## src/rtl/gpio_bus_arb.sv

```systemverilog
// Round-robin arbiter sharing one GPIO device port between NumHosts bus hosts.
// An in-order ID FIFO routes each device response back to the host that issued it.
module gpio_bus_arb #(
   parameter  int unsigned NumHosts       = 2,
   parameter  int unsigned MaxOutstanding = 2,
   localparam int unsigned IdxW           = $clog2(NumHosts)
) (
   input  logic                     clk_i,
   input  logic                     rst_ni,
   input  logic [NumHosts-1:0]      host_req_i,
   output logic [NumHosts-1:0]      host_gnt_o,
   input  logic [NumHosts*32-1:0]   host_addr_i,
   input  logic [NumHosts-1:0]      host_we_i,
   input  logic [NumHosts*4-1:0]    host_be_i,
   input  logic [NumHosts*32-1:0]   host_wdata_i,
   output logic [NumHosts-1:0]      host_rvalid_o,
   output logic [31:0]              host_rdata_o,
   output logic                     device_req_o,
   output logic [31:0]              device_addr_o,
   output logic                     device_we_o,
   output logic [3:0]               device_be_o,
   output logic [31:0]              device_wdata_o,
   input  logic                     device_rvalid_i,
   input  logic [31:0]              device_rdata_i,
   output logic [2:0]               outstanding_o,
   output logic                     resp_err_o
);

   localparam int unsigned PtrW = (MaxOutstanding > 1) ? $clog2(MaxOutstanding) : 1;

   logic [IdxW-1:0] rr_q;
   logic [IdxW-1:0] gnt_idx;
   logic            gnt_valid;
   logic            can_issue;
   logic            empty;
   logic            push;
   logic            pop;
   logic [IdxW-1:0] head_id;
   logic [PtrW-1:0] wr_ptr_q;
   logic [PtrW-1:0] rd_ptr_q;
   logic [2:0]      count_q;
   logic [IdxW-1:0] id_mem_q [MaxOutstanding];

   function automatic logic [PtrW-1:0] ptr_inc(input logic [PtrW-1:0] p);
      return (p == PtrW'(MaxOutstanding - 1)) ? '0 : p + 1'b1;
   endfunction

   assign empty = (count_q == 3'd0);
   // Grants are qualified by rst_ni so every output reads zero while reset is held.
   assign can_issue = rst_ni & ((count_q < 3'(MaxOutstanding)) | device_rvalid_i);

   // NOTE: every variable gets a default before any branch so no latch is inferred.
   always_comb begin : arbitrate
      int unsigned cand;
      cand      = 0;
      gnt_valid = 1'b0;
      gnt_idx   = '0;
      for (int unsigned i = 0; i < NumHosts; i++) begin
         cand = (32'(rr_q) + i) % NumHosts;
         if (can_issue && !gnt_valid && host_req_i[cand]) begin
            gnt_valid = 1'b1;
            gnt_idx   = IdxW'(cand);
         end
      end
   end

   assign host_gnt_o     = gnt_valid ? (NumHosts'(1) << gnt_idx) : '0;
   assign device_req_o   = gnt_valid;
   assign device_addr_o  = gnt_valid ? host_addr_i[32*gnt_idx +: 32]  : '0;
   assign device_we_o    = gnt_valid ? host_we_i[gnt_idx]              : 1'b0;
   assign device_be_o    = gnt_valid ? host_be_i[4*gnt_idx +: 4]       : '0;
   assign device_wdata_o = gnt_valid ? host_wdata_i[32*gnt_idx +: 32] : '0;

   assign push    = gnt_valid;
   assign pop     = device_rvalid_i & ~empty;
   assign head_id = id_mem_q[rd_ptr_q];

   assign host_rvalid_o = pop ? (NumHosts'(1) << head_id) : '0;
   assign host_rdata_o  = device_rdata_i;
   assign resp_err_o    = rst_ni & device_rvalid_i & empty;
   assign outstanding_o = count_q;

   // NOTE: state uses non-blocking assignments so all flops update together at the edge.
   always_ff @(posedge clk_i or negedge rst_ni) begin
      if (!rst_ni) begin
         rr_q     <= '0;
         wr_ptr_q <= '0;
         rd_ptr_q <= '0;
         count_q  <= '0;
      end else begin
         if (push) begin
            rr_q     <= (gnt_idx == IdxW'(NumHosts - 1)) ? '0 : gnt_idx + 1'b1;
            wr_ptr_q <= ptr_inc(wr_ptr_q);
         end
         if (pop) begin
            rd_ptr_q <= ptr_inc(rd_ptr_q);
         end
         case ({push, pop})
            2'b10:   count_q <= count_q + 3'd1;
            2'b01:   count_q <= count_q - 3'd1;
            default: count_q <= count_q;
         endcase
      end
   end

   // NOTE: the ID storage has no reset; entries are only read once count_q marks them valid.
   always_ff @(posedge clk_i) begin
      if (push) begin
         id_mem_q[wr_ptr_q] <= gnt_idx;
      end
   end

endmodule

```

## config.mk

```make
export PLATFORM = sky130hd
export DESIGN_NAME = gpio_bus_arb
export DESIGN_NICKNAME = d
export VERILOG_FILES = /design/src/rtl/gpio_bus_arb.sv
export SDC_FILE = /design/constraint.sdc
export NUM_CORES = 1
export LEC_CHECK = 0
export ABC_AREA = 1
export BUFFER_PORTS_ARGS = -buffer_cell sky130_fd_sc_hd__buf_2
export CORE_AREA = 8 8 106 108
export CTS_BUF_LIST = sky130_fd_sc_hd__clkbuf_8
export CTS_CLUSTER_SIZE = 8
export DETAILED_ROUTE_END_ITERATION = 10
export DIE_AREA = 0 0 114 116
export GPL_TIMING_DRIVEN = 0
export HOLD_SLACK_MARGIN = 0.12
export PLACE_DENSITY = 0.7
export SETUP_SLACK_MARGIN = 0.15
export SLEW_MARGIN = 5
export SYNTH_ARGS = -nofsm -noshare
export SYNTH_HDL_FRONTEND = slang
export SYNTH_SLANG_ARGS = --single-unit
```

## constraint.sdc

```tcl
create_clock -name clk_i -period 3.8 [get_ports clk_i]
set_input_delay 0 -clock clk_i [delete_from_list [all_inputs] [get_ports clk_i]]
set_output_delay 0 -clock clk_i [all_outputs]
set_load 0.03 [all_outputs]
```

# After elaboration in Yosys (flattened, before gate mapping)
# Memories as Yosys holds them, arrays and structs flattened.
# Cells that the tools add are included.
[word_totals]
ff_bits = 6
mem_bits_rw = 2
input_bits = 175
output_inout_bits = 110
n_memories = 1
[memory_table]
columns = ["memory", "words", "word_bits", "read_ports", "rd_ports_with_merged_regs", "wr", "line_no", "text"]
rows = [
  ["id_mem_q", 2, 1, 1, 0, 1, "42", "logic [IdxW-1:0] id_mem_q [MaxOutstanding];"],
]
[op_classes]
n_addsub = 6
n_lt_le_gt_ge = 4
eq_ne = 2
shifts = 5
mux = 22
bitwise = 6
reduce_logical = 6
[ops]
columns = ["operator", "n"]
rows = [
  ["variable part select 64 x 7 -> 32 bit", 2],
  ["2-to-1 mux 32 bit", 2],
  ["2-to-1 mux 1 bit", 16],
  ["variable part select 8 x 4 -> 4 bit", 1],
  ["< comparator 1 x 2 -> 1 bit (second input constant)", 3],
  ["case mux 3 bit (2 select lines)", 1],
  ["adder 1 bit (second input constant)", 4],
  ["bitwise AND 1 bit", 4],
  ["2-to-1 mux 2 bit", 2],
  ["2-to-1 mux 4 bit", 1],
  ["<< shifter 1 x 1 -> 2 bit (first input constant)", 2],
  ["adder 3 x 1 -> 3 bit (second input constant)", 1],
  ["logical AND 1 bit", 3],
  ["zero test 3 bit", 1],
  ["< comparator 3 x 2 -> 1 bit (second input constant)", 1],
  ["subtractor 3 x 1 -> 3 bit (second input constant)", 1],
  ["equality test 2 x 1 -> 1 bit (second input constant)", 1],
  ["equality test 2 bit (second input constant)", 1],
  ["nonzero test 2 bit", 1],
  ["zero test 1 bit", 1],
  ["NOT 1 bit", 1],
  ["OR 1 bit", 1],
]

# Logic depth before layout (Yosys ltp)
# Gate-level depths: netlist (run 1).
[logic_depth]
ltp_word = 12
ltp_mapped = 12

# Least setup slack after synthesis (run 1)
# OpenSTA, ideal clock, no wires.
[synth_path]
path_type = "register -> register"
from = "reg count_q[2] (netlist: outstanding_o[2])"
to = "reg count_q[2] (netlist: outstanding_o[2])"
setup_time_ns = 0.134
arrival_ns = 1.899
path_slack_ns = 1.767
stages_incl_launch_ff = 12
n_path_buf = 1
synth_period_minus_slack_ns = 2.033
cell_sequence = "dfrtp_1 -> nor2_2 -> nand2_1 -> nand2_2 -> buf_6 -> nand2_1 -> ha_1 -> inv_1 -> fa_1 -> nand2_1 -> nand3b_1 -> xnor2_1"
[synth_between]
elab_chain_len = 11
elab_cells_between_ends = 18
classes_between = "2 x add/sub; 1 x order compare; 2 x eq/ne; 3 x mux; 4 x bitwise; 6 x reduce/logical"
[synth_lines]
columns = ["item", "line_no", "text"]
rows = [
  ["start: declaration", "41", "logic [2:0] count_q;"],
  ["start signal: assignment", "99", "2'b10: count_q <= count_q + 3'd1;"],
  ["start signal: assignment", "100", "2'b01: count_q <= count_q - 3'd1;"],
  ["start signal: assignment", "101", "default: count_q <= count_q;"],
  ["< comparator 3 x 2 -> 1 bit", "50", "assign can_issue = rst_ni & ((count_q < 3'(MaxOutstanding)) | device_rvalid_i);"],
  ["OR 1 bit", "50", ""],
  ["bitwise AND 1 bit", "50", ""],
  ["logical AND 1 bit", "60", "if (can_issue && !gnt_valid && host_req_i[cand]) begin"],
  ["2-to-1 mux 1 bit", "60", ""],
  ["zero test 1 bit", "60", ""],
  ["logical AND 1 bit (2 in series)", "60", ""],
  ["2-to-1 mux 1 bit", "60", ""],
  ["equality test 2 x 1 -> 1 bit / equality test 2 bit (equally long branches)", "98", "case ({push, pop})"],
  ["case mux 3 bit (2 select lines) / nonzero test 2 bit (equally long branches)", "-", ""],
]
# Several ways; a longest one is shown, not always the timed one.
# A chain may end at the register's enable or synchronous reset.

# Worst setup path after layout (run 1)
[layout_path]
from = "in rst_ni"
to = "reg count_q[2] (netlist: outstanding_o[2])"
[layout_between]
elab_chain_len = 9
elab_cells_between_ends = 11
classes_between = "2 x eq/ne; 3 x mux; 1 x bitwise; 5 x reduce/logical"
[layout_lines]
columns = ["item", "line_no", "text"]
rows = [
  ["start: declaration", "9", "input logic rst_ni,"],
  ["bitwise AND 1 bit *", "50", ""],
  ["logical AND 1 bit", "60", ""],
  ["2-to-1 mux 1 bit", "60", ""],
  ["zero test 1 bit", "60", ""],
  ["logical AND 1 bit (2 in series)", "60", ""],
  ["2-to-1 mux 1 bit *", "60", ""],
  ["equality test 2 x 1 -> 1 bit / equality test 2 bit (equally long branches)", "98", ""],
  ["case mux 3 bit (2 select lines) / nonzero test 2 bit (equally long branches)", "-", ""],
]
# Every way passes the cells marked *; elsewhere a longest branch is shown, timed or not.

==> metrics.yaml, run 1 <==
status: "finished clean"
clock_latency_ps: 230
nets: 766
synth_nets: 507
overflow: 0
switching_share_pct: 59.9
setup_violations: 0
ys_seq_area_share_pct: 10.7
synth_cell_types: 22
ff_latch_area_um2: 210
synthAdderAreaFrac_pct: 1.66
finalSetupTns_ps: 0
via_per_inst: 4.49
final_common_cell: "buf_2"
crit_path_max_incr_delay_ps: 530
fin_skew_ps: 0.641
fmax_mhz: 459
clkPwrFrac_pct: 7.1
initial_core_util_pct: 20.5
clk_pin_slew_ps: 40
die_w_um: 114
tightest_slew_ps: 437
fillCellCount: 1094
period_minus_slack_ps: 2180
cp-start-kind: "input port"
crit_chain: "dlygate4sd3_1, buf_2, nand2_1, nand2_2, buf_6, nand2_1, ha_1, inv_1, fa_1, nand2_1, nand3b_1, xnor2_1"
synth_top_family_by_area: "simple AND/OR/NAND/NOR gates"
post_cts_buffers: 0
routedWlPerCell_um: 14.9
core_area_um2: 9550
cp.required_ps: 3910
drive_gt1_share_pct: 53.9
diodes: 0
cts_tree: "done"
clk_path_buf_depth: 2
internal-power_w: 0.000601
ant_nets: 0
ir_drop_v: 0.000157
ys_ff_latch: 8
drv_cap: 0
synth_compound_area_share_pct: 0.255
postSynthCellCount: 330
relSlewSlack_pct: 70.9
ctsRootBufferMaster: "clkbuf_8"
die_height_um: 116
worst_setup_path_end_kind: "register"
globalplace.congestion: 0.849
fin_crit_sh_pct: 57.4
drt_pre_antenna_iters: 4
synth.cell_area_um2: 1960
hold_viol_final: 0
grt_max_degree: 11
antenna_found_initial: 0
netlist.area_leader.share_pct: 22.0
clock-sinks: 8
synth.area.mux_share_pct: 0.511
hold_path_class: "input port to async pin"
dpl.hpwl_mm: 9.12
layoutNonFillerInstCount: 721
drt_iter0_markers: 157
cts_buffers: 3
p_sw_w: 0.000900
p_leak_nw: 2.22
power_frac_seq_pct: 10.5
area_growth_pct: 76.2
portBuffers: 252
cp_max_fo: 10
multiInputGateArea_um2: 1220
layout_common_cells: "267 x buf_2, 83 x nand2_1, 71 x nand3_1"
synth_xor_area_share_pct: 1.34
rsz0062_at_grt: "no"
h-tree-depth: 1
grt_pass1_wl_mm: 15.6
cp_slowest_cell: "dlygate4sd3_1"
avgSynthCellArea_um2: 5.94
crit_arrival_ps: 2290
fp-row-count: 36
synth.largest_area_cell: "nand4_1"
crit_top_cell: "nand2_1"
maxSlewViolCount: 0
cts.repair.resized: 0
synth.area.top_cells: "nand4_1 22%, nand3_1 18%, nand2_1 16%"
grt_pass1_vias: 3299
drc: 0
path_class: "input port to register"
yosysWarnings: 0
dr_total_vias: 3237
dpl.cell_count: 715
track_usage_pct: 14.4
yosys.area_share.simple_pct: 58.7
pin_count: 285
p_comb_share_pct: 82.4
drt_wl_total_mm: 10.7
dieArea_um2: 13200
power.density_nw_per_um2: 435
## synth_stat cells
cell type  number
buf_1           6
nor2_2          1
nand2_1        83
buf_4          33
buf_6          10
and2_1          1
ha_1            1
o21ai_0         1
nand3_1        71
clkbuf_1        4
buf_2          15
nor2_1          5
nand3b_1        1
nand4_1        69
mux2i_1         1
inv_2           1
edfxtp_1        2
nand2_2         2
xnor2_1         3
fa_1            1
inv_1          13
dfrtp_1         6
## logic make-up after synthesis
| group | after synthesis |
|---|---|
| xor gates and xnor gates | 3 |
| adders and majority gates | 2 |
| AOI/OAI and AO/OA | 1 |
| muxes | 1 |
| and+or+nand+nor | 233 |
| DFF | 8 |
| buffers and inverters | 82 |
## final cells by class
class / instances / share of cell area, %
clock buffers: 3 / 1.20
flip-flops and latches: 8 / 6.09
inverters: 14 / 1.52
repair buffers: 254 / 37.1
plain buffers: 68 / 13.7
clock inverters: 1 / 0.109
well taps: 133 / 4.82
multi-input cells: 240 / 35.4
## stage by stage
step,setup slack (ps),util (%),hold slack (ps),cell area (um^2),total power (W)
final,1620,36.2,143,3450,0.00150
after global routing,1400,36.2,168,3450,0.00163
after CTS,1580,36.2,134,3450,0.00152
after detailed placement,1610,35.5,-151,3390,0.00141
after global placement,1610,35.5,-155,3390,0.00140
after floorplan,1770,-,-296,1960,0.00103
## what timing repair did
action | CTS | global route
hold buffers | 2 | 0
hold endpoints to repair | 7 | 0
endpoints found under the setup margin | 0 | 0
## registers in the layout (all words and copies together) (netlist names)
name and cells:
rr_q 1, rd_ptr_q 1, id_mem_q 2, wr_ptr_q 1
outstanding_o 3
## critical path: cells and delay by family
family	cells	cell delay, ps
buf+inv	4	990
simple gates	5	590
fa+ha+maj	2	560
xor+xnor	1	130
## final timing paths
| path | slack, ps | cells past startpoint | endpoint | start |
|---|---|---|---|---|
| worst min register to register | 480 | 2 | rr_q | rr_q |
| worst min-delay path | 140 | 2 | outstanding_o[2] | rst_ni |
| min in group clk_i | 250 | 2 | host_rdata_o[10] | device_rdata_i[10] |
| worst max register to register | 1660 | 9 | outstanding_o[1] | outstanding_o[2] |
| worst max-delay path | 1620 | 12 | outstanding_o[2] | rst_ni |
| max in group asynchronous | 3490 | 2 | rd_ptr_q | rst_ni |
## power by group through the flow
stage / combinational [W] / clock (W) / sequential (W)
global placement: 0.00125 / 0 / 0.000158
global route: 0.00135 / 0.000116 / 0.000163
floorplan: 0.000839 / 0 / 0.000187
finish: 0.00124 / 0.000106 / 0.000158
CTS: 0.00125 / 0.000109 / 0.000158
detailed placement: 0.00125 / 0 / 0.000158
## routing by layer
metal / vias up / GRT usage (%) / wire, um
met5: - / 0 / 0
li1: 1651 / - / -
met1: 1401 / 16.3 / 4280
met3: 10 / 4.12 / 1060
met2: 175 / 26.1 / 5250
met4: 0 / 3.37 / 117
Note: power is estimated with default switching activity, not from simulation.
==> run 2, diff against run 1 <==
- CORE_AREA: 8 8 106 108 -> 8 8 104 106
- DIE_AREA: 0 0 114 116 -> 0 0 112 114
- PLACE_DENSITY: 0.7 -> 0.72
- clock period: 3.8 -> 2.2 ns (I/O delays scaled with it)
==> metrics.yaml, run 2 (synthesized netlist as in run 1, its figures left out) <==
status: "finished clean"
r2r-end: "outstanding_o[2]"
rsz0062_at_grt: "no"
postPlaceCellArea_um2: 3360  # -0.81%
p_comb_share_pct: 82.7  # +0.3 points
clkPwrFrac_pct: 7.1  # about the same
cts_tree: "done"
nets: 769  # +0.39%
cts_buffers: 3  # unchanged
portBuffers: 252  # unchanged
via_per_inst: 4.67  # +3.9%
switching_share_pct: 59.3  # -0.66 points
drc: 0  # unchanged
final_common_cell: "buf_2"
p_sw_w: 0.00158  # +75%
routedWlPerCell_um: 15.5  # +4.2%
crit_top_cell: "nand2_4"
drt_pre_antenna_iters: 4  # unchanged
clk_pin_slew_ps: 40  # about the same
ff2ff_path_depth: 11  # +2
drt_wl_total_mm: 10.9  # +1.5%
ir_drop_v: 0.000350  # +120%
power_frac_seq_pct: 10.2  # -0.3 points
drt_iter0_markers: 208  # +32%
maxSlewViolCount: 0  # unchanged
overflow: 0  # unchanged
dieArea_um2: 12800  # -3.4%
clock_latency_ps: 230  # about the same
dr_total_vias: 3276  # +1.2%
fin_skew_ps: 1.95  # +1.30 ps
cp-start-kind: "register"
p_leak_nw: 2.24  # +1.0%
hold_path_class: "input port to async pin"
crit_arrival_ps: 2020  # -270 ps
track_usage_pct: 15.9  # +1.4 points
period_minus_slack_ps: 1900
clk_path_buf_depth: 2  # unchanged
diodes: 0  # unchanged
internal-power_w: 0.00108  # +80%
postLayoutCoreUtil_pct: 38.2  # +2.0 points
grt_max_degree: 11  # unchanged
rrSetupSlack_ps: 300  # -1360 ps
layout_common_cells: "267 x buf_2, 80 x nand2_1, 71 x nand3_1"
area_growth_pct: 77.4
fillCellCount: 1054  # -3.7%
clock-sinks: 8  # unchanged
crit_chain: "nor2_2, nand2_2, nand2_4, buf_12, nand2_4, ha_2, inv_1, fa_1, nand2_1, nand3b_1, xnor2_1"
fmax_mhz: 528
dpl.hpwl_mm: 9.16  # +0.44%
grt_pass1_vias: 3351  # +1.6%
crit_path_max_incr_delay_ps: 380  # -150 ps
power.density_nw_per_um2: 766  # +76%
finalSetupTns_ps: 0  # unchanged
worst_setup_path_end_kind: "register"
initial_core_util_pct: 21.5  # +0.99 points
fp-row-count: 35  # -2.8%
setup_violations: 0  # unchanged
pin_count: 285  # unchanged
r2r-start: "outstanding_o[2]"
relSlewSlack_pct: 65.2  # -5.7 points
fin_crit_sh_pct: 86.2
tightest_slew_ps: 521  # +84.4 ps
die_height_um: 114  # -1.7%
ff_latch_area_um2: 210  # unchanged
ant_nets: 0  # unchanged
cp.required_ps: 2320  # -1590 ps
cp_slowest_cell: "dfrtp_1"
h-tree-depth: 1  # unchanged
hold_viol_final: 0  # unchanged
cp_max_fo: 10  # unchanged
postLayoutCellArea_um2: 3480  # +0.69%
multiInputGateArea_um2: 1240  # +1.6%
globalplace.congestion: 0.803  # -5.4%
grt_pass1_wl_mm: 17.0  # +9.0%
largest_reg_flops: 3  # unchanged
ctsRootBufferMaster: "clkbuf_8"
core_area_um2: 9110  # -4.6%
die_w_um: 112  # -1.8%
path_class: "register to register"
drive_gt1_share_pct: 54.8  # +0.91 points
drv_cap: 0  # unchanged
holdWs_ps: 223  # +80.1 ps
antenna_found_initial: 0  # unchanged
-- run 2: cell type report --
cell class              count  area share [%]
inverters                  14            1.51
flip-flops and latches      8            6.05
well taps                 111            4.00
clock inverters             1           0.108
clock buffers               3            1.19
repair buffers            257            37.5
multi-input cells         240            35.8
plain buffers              68            13.9
-- run 2: layer usage --
metal,vias to the layer above,part of all wire (%),GRT usage (%)
met2,171,51,29.3
met1,1446,39,17.7
met3,8,9.0,4.54
met5,-,0,0
li1,1651,-,-
met4,0,0.98,3.42
-- run 2: worst max path at each step --
| stage | startpoint | endpoint | depth (start not counted) |
|---|---|---|---|
| 2_1_floorplan | outstanding_o[2] | outstanding_o[2] | 11 |
| 3_3_place_gp | outstanding_o[2] | outstanding_o[1] | 9 |
| 3_5_place_dp | outstanding_o[2] | outstanding_o[1] | 9 |
| 4_1_cts | outstanding_o[2] | outstanding_o[1] | 9 |
| 5_1_grt | outstanding_o[2] | outstanding_o[2] | 11 |
| 6_report | outstanding_o[2] | outstanding_o[2] | 11 |
-- run 2: worst max-delay path: cells and delay by family (launching register included) --
kind                     cells  cell delay (ps)
flip-flops                   1              380
XOR/XNOR                     1              130
AND/OR/NAND/NOR              6              470
adder cells (fa/ha/maj)      2              570
buffers and inverters        2              210
-- run 2: through the flow --
| step | total power, W | setup WS, ps | instances |
|---|---|---|---|
| after global routing | 0.00289 | 148 | 702 |
| final | 0.00266 | 305 | 702 |
| after global placement | 0.00242 | 21.8 | 693 |
| after detailed placement | 0.00243 | 11.7 | 693 |
| after floorplan | 0.00177 | 167 | 330 |
| after CTS | 0.00265 | 172 | 700 |
-- run 2: power by group through the flow --
| stage | clock, W | sequential, W | combinational, W |
|---|---|---|---|
| after detailed placement | 0 | 0.000274 | 0.00215 |
| after floorplan | 0 | 0.000322 | 0.00145 |
| after global routing | 0.000203 | 0.000278 | 0.00240 |
| after global placement | 0 | 0.000273 | 0.00215 |
| after CTS | 0.000190 | 0.000273 | 0.00219 |
| final | 0.000188 | 0.000272 | 0.00220 |
-- run 2: timing repair --
action,4_1_cts,5_1_grt
hold buffers,2,0
resized for setup,4,4
endpoints found under the setup margin,2,2
pin swaps,1,0
buffers inserted,1,2
hold endpoints to repair,7,0
==> run 3, diff against run 2 <==
- CTS_BUF_LIST: sky130_fd_sc_hd__clkbuf_8 -> default
==> metrics.yaml, run 3 (synthesized netlist as in run 1, its figures left out) <==
status: "finished clean"
pin_count: 285  # unchanged
die_w_um: 112  # unchanged
drt_wl_total_mm: 10.9  # about the same
drt_pre_antenna_iters: 4  # unchanged
via_per_inst: 4.67  # about the same
dieArea_um2: 12800  # unchanged
drc: 0  # unchanged
clk_path_buf_depth: 2  # unchanged
crit_top_cell: "nand2_4"
crit_family: "adder cells"
routedWlPerCell_um: 15.5  # about the same
finalSetupTns_ps: 0  # unchanged
worst_setup_path_end_kind: "register"
postPlaceCellArea_um2: 3360  # unchanged
die_height_um: 114  # unchanged
tightest_slew_ps: 522  # +0.617 ps
grt_pass1_vias: 3351  # unchanged
cts_tree: "done"
track_usage_pct: 15.9  # unchanged
postLayoutCellArea_um2: 3480  # unchanged
globalplace.congestion: 0.803  # unchanged
fmax_mhz: 528  # about the same
clock-sinks: 8  # unchanged
grt_max_degree: 11  # unchanged
antenna_found_initial: 0  # unchanged
crit_path_max_incr_delay_ps: 380  # about the same
relSlewSlack_pct: 65.1  # about the same
total_power_w: 0.00267  # +0.21%
hold_viol_final: 0  # unchanged
setup_violations: 0  # unchanged
cp_slowest_cell: "dfrtp_1"
diodes: 0  # unchanged
layoutNonFillerInstCount: 702  # unchanged
clock_latency_ps: 230  # about the same
cts_buffers: 3  # unchanged
dpl.cell_count: 693  # unchanged
drv_cap: 0  # unchanged
dr_total_vias: 3277  # +0.031%
clk_pin_slew_ps: 40  # about the same
core_area_um2: 9110  # unchanged
largest_reg_flops: 3  # unchanged
drt_iter0_markers: 208  # unchanged
portBuffers: 252  # unchanged
overflow: 0  # unchanged
nets: 769  # unchanged
fin_crit_sh_pct: 86.1  # about the same
initial_core_util_pct: 21.5  # unchanged
dpl.hpwl_mm: 9.16  # unchanged
power.density_nw_per_um2: 768  # +0.21%
h-tree-depth: 1  # unchanged
rsz0062_at_grt: "no"
maxSlewViolCount: 0  # unchanged
cp_max_fo: 10  # unchanged
layout_common_cells: "267 x buf_2, 80 x nand2_1, 71 x nand3_1"
ant_nets: 0  # unchanged
grt_pass1_wl_mm: 17.0  # unchanged
crit_chain: "nor2_2, nand2_2, nand2_4, buf_12, nand2_4, ha_2, inv_1, fa_1, nand2_1, nand3b_1, xnor2_1"
fin_skew_ps: 1.23  # -0.712 ps
period_minus_slack_ps: 1900  # -0.0720 ps
ctsRootBufferMaster: "clkbuf_8"
p_leak_nw: 2.24  # -0.19%
path_buf_inv: 2  # unchanged
path_class: "register to register"
fp-row-count: 35  # unchanged
hold_path_class: "input port to async pin"
crit_arrival_ps: 2020  # about the same
final_common_cell: "buf_2"
drive_gt1_share_pct: 54.8  # unchanged
cp-start-kind: "register"
area_growth_pct: 77.4  # unchanged
ir_drop_v: 0.000350  # about the same
cp.required_ps: 2320  # about the same
run 3: changes by cell type in the layout (fill, tap and decap cells not counted):
cell,delta
clkbuf_1,+1
inv_1,-1
run 3: repair_timing:
item,4_1_cts,5_1_grt
resized for setup,4,4
pin swaps,1,0
endpoints found under the hold margin,7,0
cloned,0,0
setup buffers,1,2
hold buffers,2,0
endpoints found under the setup margin,2,2
run 3: layer usage:
layer	track usage (%)	vias up	part of all wire, %
li1	-	1651	-
met1	17.7	1447	39
met2	29.3	171	51
met3	4.54	8	9.0
met4	3.42	0	0.98
met5	0	-	0
run 3: path summary, 6_finish.rpt:
kind / startpoint / end / slack, ps / cells past startpoint
min reg2reg: rr_q / rr_q / 480 / 2
min in group clk_i: device_rdata_i[21] / host_rdata_o[21] / 250 / 2
max: outstanding_o[2] / outstanding_o[2] / 300 / 11
min: rst_ni / rd_ptr_q / 220 / 2
max reg2reg: outstanding_o[2] / outstanding_o[2] / 300 / 11
max in group asynchronous: rst_ni / wr_ptr_q / 1750 / 2
run 3: cell type report:
| type | count | area, um^2 |
|---|---|---|
| plain buffers | 68 | 482 |
| clock buffers | 4 | 45.0 |
| fillers | 1054 | 5630 |
| inverters | 14 | 52.6 |
| multi-input cells | 240 | 1240 |
| flip-flops and latches | 8 | 210 |
| well taps | 111 | 139 |
| repair buffers | 257 | 1300 |
run 3: power by group:
part | internal [W] | switching, W
logic | 0.000741 | 0.00146
clock network | 0.000126 | 0.0000675
registers | 0.000222 | 0.0000488
run 3: stage by stage:
stage / worst slack (ps) / hold WS (ps) / util [%]
4_1_cts: 172 / 203 / 37.9
2_1_floorplan: 167 / -296 / -
3_5_place_dp: 11.7 / -155 / 36.9
3_3_place_gp: 21.8 / -156 / 36.9
6_report: 305 / 224 / 38.2
5_1_grt: 148 / 250 / 38.2
run 3: worst reg2reg max path: stages, from the launching register on:
cell and delay [ps]:
dfrtp_1 380, nor2_2 70, nand2_2 70, nand2_4 70
buf_12 150, nand2_4 90, ha_2 190, inv_1 60
fa_1 380, nand2_1 80, nand3b_1 100, xnor2_1 130
